**config.mk**
```make
export PLATFORM = sky130hd
export DESIGN_NAME = input_debounce
export DESIGN_NICKNAME = d
export VERILOG_FILES = /design/src/rtl/input_debounce_pkg.sv /design/src/rtl/debounce_channel.sv /design/src/rtl/input_debounce.sv
export SDC_FILE = /design/constraint.sdc
export NUM_CORES = 1
export LEC_CHECK = 0
export BUFFER_PORTS_ARGS = -buffer_cell sky130_fd_sc_hd__buf_4
export CAP_MARGIN = 25
export CORE_ASPECT_RATIO = 0.5
export CORE_MARGIN = 2
export CORE_UTILIZATION = 35
export DETAILED_ROUTE_END_ITERATION = 7
export GPL_ROUTABILITY_DRIVEN = 0
export HOLD_SLACK_MARGIN = 0.02
export PLACE_DENSITY = 0.54
export SLEW_MARGIN = 20
export SYNTH_ARGS = -nofsm -noshare
export SYNTH_HDL_FRONTEND = slang
export SYNTH_SLANG_ARGS = --single-unit
```
**constraint.sdc**
```tcl
create_clock -name clk -period 4.9 [get_ports clk]
set_input_delay 0.98 -clock clk [delete_from_list [all_inputs] [get_ports clk]]
set_output_delay 0.98 -clock clk [all_outputs]
set_load 0.05 [all_outputs]
```
**src/rtl/input_debounce_pkg.sv**
```systemverilog
// Shared peripheral constants for the board-input debouncer.
// The input width here is the same width the peripheral system uses for INPUTSP1.
package input_debounce_pkg;
    localparam int NUM_IN_CH          = 4;
    localparam int DEB_CYCLES_DEFAULT = 16;
    localparam int INPUTSP1_W         = NUM_IN_CH;
endpackage

```
**src/rtl/debounce_channel.sv**
```systemverilog
// One debounced input bit: two-flop synchronizer, mismatch counter, accepted level
// and one-cycle rise/fall strobes.
module debounce_channel #(
    parameter int DEB_CYCLES = 16,
    parameter int CNT_W      = 16
) (
    input  logic clk,
    input  logic rst,
    input  logic raw,
    output logic stable,
    output logic rise,
    output logic fall,
    output logic accept
);
    localparam logic [CNT_W-1:0] CNT_MAX = CNT_W'(DEB_CYCLES - 1);

    logic             s1;
    logic             s2;
    logic [CNT_W-1:0] cnt;
    logic             mismatch;

    assign mismatch = (s2 != stable);
    // Derived only from registers; the parent registers it alongside the pulses.
    assign accept   = mismatch && (cnt == CNT_MAX);

    always_ff @(posedge clk) begin
        if (rst) begin
            s1     <= 1'b0;
            s2     <= 1'b0;
            cnt    <= '0;
            stable <= 1'b0;
            rise   <= 1'b0;
            fall   <= 1'b0;
        end else begin
            s1   <= raw;
            s2   <= s1;
            rise <= 1'b0;
            fall <= 1'b0;
            if (!mismatch) begin
                cnt <= '0;
            end else if (accept) begin
                stable <= s2;
                cnt    <= '0;
                rise   <= s2;
                fall   <= ~s2;
            end else begin
                cnt <= cnt + CNT_W'(1);
            end
        end
    end
endmodule

```
**src/rtl/input_debounce.sv**
```systemverilog
// Debounces the board switch/button inputs, one independent channel per bit,
// and flags any accepted transition on any_change in the same cycle as the strobes.
module input_debounce
    import input_debounce_pkg::*;
#(
    parameter int DEB_CYCLES = DEB_CYCLES_DEFAULT,
    parameter int CNT_W      = 16
) (
    input  logic                  clk,
    input  logic                  rst,
    input  logic [NUM_IN_CH-1:0]  raw_in,
    output logic [INPUTSP1_W-1:0] stable_out,
    output logic [NUM_IN_CH-1:0]  rise_pulse,
    output logic [NUM_IN_CH-1:0]  fall_pulse,
    output logic                  any_change
);
    logic [NUM_IN_CH-1:0] accept;

    for (genvar i = 0; i < NUM_IN_CH; i++) begin : g_ch
        debounce_channel #(
            .DEB_CYCLES (DEB_CYCLES),
            .CNT_W      (CNT_W)
        ) u_ch (
            .clk    (clk),
            .rst    (rst),
            .raw    (raw_in[i]),
            .stable (stable_out[i]),
            .rise   (rise_pulse[i]),
            .fall   (fall_pulse[i]),
            .accept (accept[i])
        );
    end

    always_ff @(posedge clk) begin
        if (rst) begin
            any_change <= 1'b0;
        end else begin
            any_change <= |accept;
        end
    end
endmodule

```
Yosys cells after proc, flatten, opt, wreduce, memory -nomap -nowiden

Index checks and enable logic that the tools add are counted.

Add/sub/neg operators: 4
Reductions and logical operators: 17
Bitwise gates (word level): 12
Equal/unequal tests: 8

Operators with widths:

| operator              | number |
|---|---|
| $add 16x1->16 const B | 4 |
| $eq 16x4->1 const B   | 4 |
| $reduce_or 3->1       | 8 |
| $not 1->1             | 12 |
| $reduce_and 2->1      | 4 |
| $logic_and 1x1->1     | 4 |
| $ne 1x1->1            | 4 |
| $reduce_or 4->1       | 1 |

Register bits after elaboration: 85
Input bits: 6
Logic and storage cells: 66

Depth between registers and ports, before layout

Gate-level depths: netlist of run 1.

Word-level depth: 4
Depth in mapped cells: 7

Hierarchy

From an unflattened synthesis of run 1, not the netlist that was laid out.

Cells, all modules: 371
Area, all modules: 3,833.7 µm²

Modules (own cells, without submodules):

| module           | instances | area each (µm²) | cells an instance |
|---|---|---|---|
| debounce_channel | 4         | 950.9           | 92 |
| input_debounce   | 1         | 30.0            | 3 |

Least setup slack after synthesis of run 1

No wires, ideal clock.

Path kind: input to register
Start: input rst
End: register g_ch[0].u_ch.cnt[12]
Arrival: 1,841 ps
Buffers on the path: 3
Setup time: 64 ps
Setup slack: 2,996 ps
Data required time: 4,836 ps
Stages: 5
Path through: buf_2 > or3_1 > buf_6 > buf_12 > nor2_1

Cells in the longest elaborated chain, start to end: 1

Ends and longest elaborated chain:

| element                          | RTL line               | source |
|---|---|---|
| start, declared                  | input_debounce.sv:10   | `input logic rst,` |
| $reduce_or 3->1 (no source line) | n/a                    |  |
| end signal, assigned             | debounce_channel.sv:47 | `cnt <= cnt + CNT_W'(1);` |
| end, declared                    | debounce_channel.sv:19 | `logic [CNT_W-1:0] cnt;` |

No other way between the ends.
A chain may end at the register's enable or synchronous reset.

Final worst setup path of run 1

Start: register g_ch[0].u_ch.cnt[13]
End: register g_ch[0].u_ch.cnt[3]

Cells in the longest elaborated chain, start to end: 3

Ends and longest elaborated chain:

| element                          | RTL line               | source |
|---|---|---|
| $eq 16x4->1                      | debounce_channel.sv:24 | `assign accept = mismatch && (cnt == CNT_MAX);` |
| $logic_and 1x1->1                | debounce_channel.sv:24 |  |
| $reduce_or 3->1 (no source line) | n/a                    |  |

No other way between the ends.

==> metrics.txt, run 1 <==
number of inserted diodes=0; Setup Buffers After CTS=0; Clock Power Share=48.9%; sw frac=between 20% and 30%; Mapped Avg Cell Area=9.121 um^2; CP bufs+invs=0; Gate power share=1.2%; Tot Pwr=between 1 and 1.5 mW; Synth Register Bits=85; worst stage delay on the critical path=0.58 ns; row count=25; simple-gate share of the synthesized area=between 20% and 30%; critical path peak fanout=16; peak supply drop=0.1583 mV; Final nets=just over 400; period utilisation layout=40.86%; PortBufs=18; vias in the first global route=2288; most common cell after layout, fill and taps aside=dfxtp_1; Ys Warns=0; top cell type's share of synthesized area=a little under half; worst reg-to-reg setup slack=around 2.9 ns; crit-path cells=or4_1 -> nor4_4 -> or3_1 -> nor2_1; post-synthesis xor/xnor area fraction=12.56%; total negative setup slack=0 ns; TritonCTS buffer count=9; post-synthesis sequential area ratio=between 40% and 50%; Clock Path Buffers=2; first-pass GRT wire length=about 11 mm; clk slew on worst S/H paths=0.06 ns; io pins=19; Avg WL per Cell=approximately 12 um; Layout Skew=0.007434 ns; CTS hold repair buffers=0; vias per inst=between 4 and 5; status=completed; layout cell share with drive strength beyond 1=9.677%; Sequential Power Share=50.0%; post-route cell area=roughly 0.0040 mm^2; First DRT Iteration DRCs=114; core region area=about 0.0097 mm^2; max_slew headroom=between 60% and 70%; Data required, critical path=5.10 ns; worst-skew pair later-pin latency=between 0.3 and 0.4 ns; crit start category=flip-flop; family with the most delay on the worst path=simple AND/OR/NAND/NOR gates; Power Density=347.8 mW/mm^2; Worst Setup End Kind=flip-flop; die area=0.01103 mm^2; largest area contributor in the netlist=dfxtp_1; CTS root buf=clkbuf_16; H-tree depth=3; Slew @ Worst Pin=0.5769 ns; P_int=1.111 mW; Slew Limit Fails=0; crit path kind=reg -> reg; final worst path period need=2.002 ns; largest net degree at the start of global routing=29; CTS Sinks=85; slowest CP cell=or4_1; Initial DRT Pass Iterations=4; synth top area cells=dfxtp_1, xnor2_1, nor2_1; routed wire length=roughly 6.3 mm; largest family of logic cells by synthesized area=simple AND/OR/NAND/NOR gates; fmax=499.5 MHz; Final Hold Viols=0; worst hold path class=reg -> reg; Final Util=41.54%; Yosys cell types=35; total number of vias=2557; maximum capacitance violations=0; die width=146.6 um; Post-Syn Nets=400; area post-placement=0.003714 mm^2; height of the chip=around 75 um; Compound-Gate Fraction of Synth Area=3.517%; GR Util All Layers=12.38%; Lkg Pwr=roughly 1.3 nW; commonest cells after routing, fill and taps aside=dfxtp_1, nor2_1, xnor2_1; Synth Area in Adders=1.407%; area added between synthesis and finish=12.87%; HPWL after DPL=4.214 mm; Routed Antenna Nets=0; grt total ovfl=0; post-synthesis mux area share=0.8442%; hold_ws=0.4333 ns; cell count after synthesis=just under 400; synthesized area=0.003557 mm^2; Setup Viol. Count Final=0; critical path arrival=2.20 ns; switching power=285.1 uW; residual DRC count=0; CTS tree=yes; CTS resizes=0; Initial Util=a little under two fifths; antenna violations before repair=0; RSZ-0062 raised after global routing=no; FILL cells=roughly 950
[metal layers]
metal / vias to the layer above / part of all wire [%] / track usage, %
met4: 0 / 1.3 / 5.502
li1: 1358 / - / -
met3: 8 / 3.2 / 4.909
met1: 1170 / 52 / 15.67
met2: 21 / 44 / 19.08
met5: - / 0 / 0
[per-stage QoR]
stage,setup WS (ns),std cells
2_1_floorplan,2.996,390
3_3_place_gp,2.806,522
3_5_place_dp,2.792,522
4_1_cts,2.863,538
5_1_grt,2.706,538
6_report,2.898,538
[worst paths after layout]
path | cells past startpoint | to | from
min | 1 | g_ch[2].u_ch.s2 | g_ch[2].u_ch.s1
max reg2reg | 4 | g_ch[0].u_ch.cnt[3] | g_ch[0].u_ch.cnt[13]
min reg2reg | 1 | g_ch[2].u_ch.s2 | g_ch[2].u_ch.s1
max | 4 | g_ch[0].u_ch.cnt[3] | g_ch[0].u_ch.cnt[13]
[synthesized netlist by cell type]
master / number
or4_1: 6
and3_1: 13
a21oi_1: 10
or4b_2: 1
and3b_1: 1
clkbuf_1: 3
xnor2_1: 32
o31ai_1: 3
nor4_1: 17
or3_1: 6
nand3b_1: 1
nor3b_1: 4
mux2i_1: 3
nor2_1: 61
a41oi_1: 1
buf_6: 1
nand2b_1: 1
nor2b_1: 8
and2_1: 4
nor4_4: 1
buf_1: 2
xor2_1: 19
nand4_1: 19
dfxtp_1: 85
o41ai_1: 1
ha_1: 4
buf_2: 3
nand3_1: 17
nand2_1: 18
or2_2: 3
nor3_1: 14
buf_12: 1
buf_4: 12
o21ai_0: 7
inv_1: 8
[flip-flops by register name (all words and copies together), names as in the netlist]
register,cells
g_ch.u_ch.cnt,64
g_ch.u_ch.fall,4
g_ch.u_ch.rise,4
g_ch.u_ch.s1,4
g_ch.u_ch.s2,4
g_ch.u_ch.stable,4
any_change,1
[cells by family after synthesis]
kind of cell	count (synthesis)
simple gates	195
xor+xnor	51
mux	3
compound gates	22
fa+ha+maj	4
flops	85
buf+inv	30
[layout make-up]
cell class / count / area (um^2) / area share (%)
clock buffers: 11 / 242.7 / 6.046
clock inverters: 5 / 58.81 / 1.465
inverters: 8 / 30.03 / 0.7479
multi-input cells: 275 / 1670 / 41.60
flip-flops and latches: 85 / 1702 / 42.38
well taps: 135 / 168.9 / 4.207
repair buffers: 19 / 142.6 / 3.553
[power by group through the flow]
stage	Clock [mW]	Sequential, mW	Combinational [mW]
after floorplan	0	0.712	0.0127
after global placement	0	0.713	0.0166
after detailed placement	0	0.713	0.0167
after CTS	0.704	0.697	0.0167
after global routing	0.732	0.698	0.0184
final	0.682	0.698	0.0164
(Power assumes the default switching activity.)
==> run 2, diff against run 1 <==
--- a/config.mk
+++ b/config.mk
@@ -5,6 +5,7 @@
 export SDC_FILE = /design/constraint.sdc
 export NUM_CORES = 1
 export LEC_CHECK = 0
+export ABC_AREA = 1
 export BUFFER_PORTS_ARGS = -buffer_cell sky130_fd_sc_hd__buf_4
 export CAP_MARGIN = 25
 export CORE_ASPECT_RATIO = 0.5
@@ -13,7 +14,7 @@
 export DETAILED_ROUTE_END_ITERATION = 7
 export GPL_ROUTABILITY_DRIVEN = 0
 export HOLD_SLACK_MARGIN = 0.02
-export PLACE_DENSITY = 0.54
+export PLACE_DENSITY = 0.55
 export SLEW_MARGIN = 20
 export SYNTH_ARGS = -nofsm -noshare
 export SYNTH_HDL_FRONTEND = slang
==> constraint.sdc (replaced) <==
create_clock -name clk -period 1.8 [get_ports clk]
set_input_delay 0.36 -clock clk [delete_from_list [all_inputs] [get_ports clk]]
set_output_delay 0.36 -clock clk [all_outputs]
set_load 0.05 [all_outputs]
==> metrics.txt, run 2 <==
status=completed; Yosys cell types=28 (-20%); clk slew on worst S/H paths=0.06 ns (about the same); total negative setup slack=0 ns (unchanged); critical path arrival=1.77 ns (-0.43 ns); top cell type's share of synthesized area=44.01% (-3.8 points); grt total ovfl=0 (unchanged); die width=152.6 um (+4.1%); ys async rst share=0% (unchanged); vias in the first global route=2859 (+25%); core region area=0.01088 mm^2 (+13%); Clock Path Buffers=2 (unchanged); synthesized area=0.003866 mm^2 (+8.7%); Mapped Avg Cell Area=7.464 um^2 (-18%); FILL cells=1123 (+18%); die area=0.01195 mm^2 (+8.3%); most common cell after layout, fill and taps aside=nor2_1; Worst Setup End Kind=flip-flop; Power Density=921.9 mW/mm^2 (+170%); largest area contributor in the netlist=dfxtp_1; RSZ-0062 raised after global routing=no; antenna violations before repair=0 (unchanged); Avg WL per Cell=9.897 um (-15%); GR Util All Layers=12.49% (+0.11 points); Final nets=540 (+32%); height of the chip=78.32 um (+4.0%); multi-input logic area=0.001815 mm^2 (+8.7%); commonest cells after routing, fill and taps aside=nor2_1, nand2_1, dfxtp_1; First DRT Iteration DRCs=145 (+27%); CTS tree=yes; hold_ws=0.2250 ns (-0.2083 ns); top cells by count, synth=nor2_1, nand2_1, dfxtp_1, inv_1, nand3_1; H-tree depth=3 (unchanged); layout cell share with drive strength beyond 1=11.21% (+1.5 points); largest net degree at the start of global routing=17 (-41%); post-synthesis sequential area ratio=44.01% (-3.8 points); Initial Util=35.54% (-1.3 points); first-pass GRT wire length=12.22 mm (+14%); CTS hold repair buffers=0 (unchanged); Initial DRT Pass Iterations=4 (unchanged); maximum capacitance violations=0 (unchanged); number of inserted diodes=0 (unchanged); row count=27 (+8.0%); number of flip-flops in the largest register=64 (unchanged); Routed Antenna Nets=0 (unchanged); CTS Sinks=85 (unchanged); crit start category=flip-flop; routed wire length=6.730 mm (+7.6%); TritonCTS buffer count=9 (unchanged); total number of vias=2961 (+16%); residual DRC count=0 (unchanged); period utilisation layout=83.62% (+43 points); PortBufs=18 (unchanged); fmax=664.4 MHz (+33%); HPWL after DPL=4.852 mm (+15%); CTS resizes=0 (unchanged); Setup Viol. Count Final=0 (unchanged); synth top area cells=dfxtp_1, nor2_1, nand2_1; Data required, critical path=2.06 ns (-3.04 ns); io pins=19 (unchanged); Post-Syn Nets=528 (+32%); area added between synthesis and finish=13.37%; CTS root buf=clkbuf_16; peak supply drop=0.4220 mV (+170%); Layout Skew=0.005997 ns (-0.001437 ns); worst-skew pair later-pin latency=0.34 ns (about the same); cell count after synthesis=518 (+33%); largest reg by FF count=g_ch.u_ch.cnt; most common cell in the synthesized netlist=nor2_1; worst hold path class=in -> reg; Final Hold Viols=0 (unchanged); Setup Buffers After CTS=0 (unchanged); vias per inst=4.354 (-8.4%); Lkg Pwr=1.662 nW (+25%); Slew @ Worst Pin=0.3612 ns (-0.2157 ns); register area=0.001702 mm^2 (unchanged); Slew Limit Fails=0 (unchanged); critical path peak fanout=16 (unchanged); Synth Register Bits=85 (unchanged); Post-synth top flop=dfxtp_1; crit path kind=reg -> reg; Post-synth EDFFs=0 (unchanged); final worst path period need=1.505 ns (-0.4970 ns); max_slew headroom=75.89% (+15 points); Ys Warns=0 (unchanged)
## run 2: changes by cell type after synthesis, sizes merged, moves of 8 or more
cell and change:
nand2 +80, nor2 +74, inv +47, nand3 +20
nor4 -18, xnor2 -16, and3 -13, nand4 -8
nor2b -8
## run 2: worst paths after layout
kind,startpoint,to,slack [ns],depth (start not counted)
worst max-delay path,g_ch[2].u_ch.cnt[0],g_ch[2].u_ch.cnt[14],0.29,6
worst min-delay path,raw_in[1],g_ch[1].u_ch.s1,0.23,3
worst max register to register,g_ch[2].u_ch.cnt[0],g_ch[2].u_ch.cnt[14],0.29,6
worst min register to register,g_ch[3].u_ch.s1,g_ch[3].u_ch.s2,0.40,2
## run 2: report_power, final
group          switching [mW]  internal (mW)
combinational          0.0339         0.0164
clock                   0.743           1.35
sequential            0.00563           1.89
total                   0.782           3.26
## run 2: cell families (layout without fill, tap and decap cells)
| family | after synthesis | after routing | share of synthesized area [%] |
|---|---|---|---|
| and+or+nand+nor | 298 | 298 | 34.63 |
| DFF | 85 | 85 | 44.01 |
| buffers and inverters | 73 | 90 | 9.029 |
| xor gates and xnor gates | 36 | 36 | 8.155 |
| AOI/OAI and AO/OA | 22 | 22 | 2.880 |
| adders and majority gates | 4 | 4 | 1.295 |
## run 2: critical path, cell delays in order, from the launching register on
cell and delay, ns:
dfxtp_1 0.32, ha_1 0.22, nand3_1 0.18, inv_1 0.10
nand3_2 0.11, nand3_2 0.28, a21oi_1 0.22
## run 2: cell type report
cell class,instances,area share (%)
multi-input cells,360,41.42
clock buffers,9,5.138
well taps,145,4.139
clock inverters,7,2.598
inverters,56,4.796
repair buffers,18,3.083
flip-flops and latches,85,38.82
## run 2: metrics by stage
stage / total power [mW] / cells / cell area, um^2 / setup slack, ns / utilization [%]
floorplan: 1.977 / 518 / 3866 / 0.4930 / -
global placement: 1.991 / 664 / 4044 / 0.3224 / 37.18
detailed placement: 1.991 / 664 / 4044 / 0.2938 / 37.18
CTS: 4.104 / 680 / 4383 / 0.2756 / 40.29
global route: 4.176 / 680 / 4383 / 0.1039 / 40.29
finish: 4.041 / 680 / 4383 / 0.2949 / 40.29
## run 2: per-layer routing
metal / vias to the layer above / part of all wire [%] / GRT usage, %
li1: 1621 / - / -
met1: 1317 / 51 / 14.62
met2: 19 / 46 / 21.84
met3: 4 / 2.7 / 4.307
met4: 0 / 0.43 / 3.796
met5: - / 0 / 0
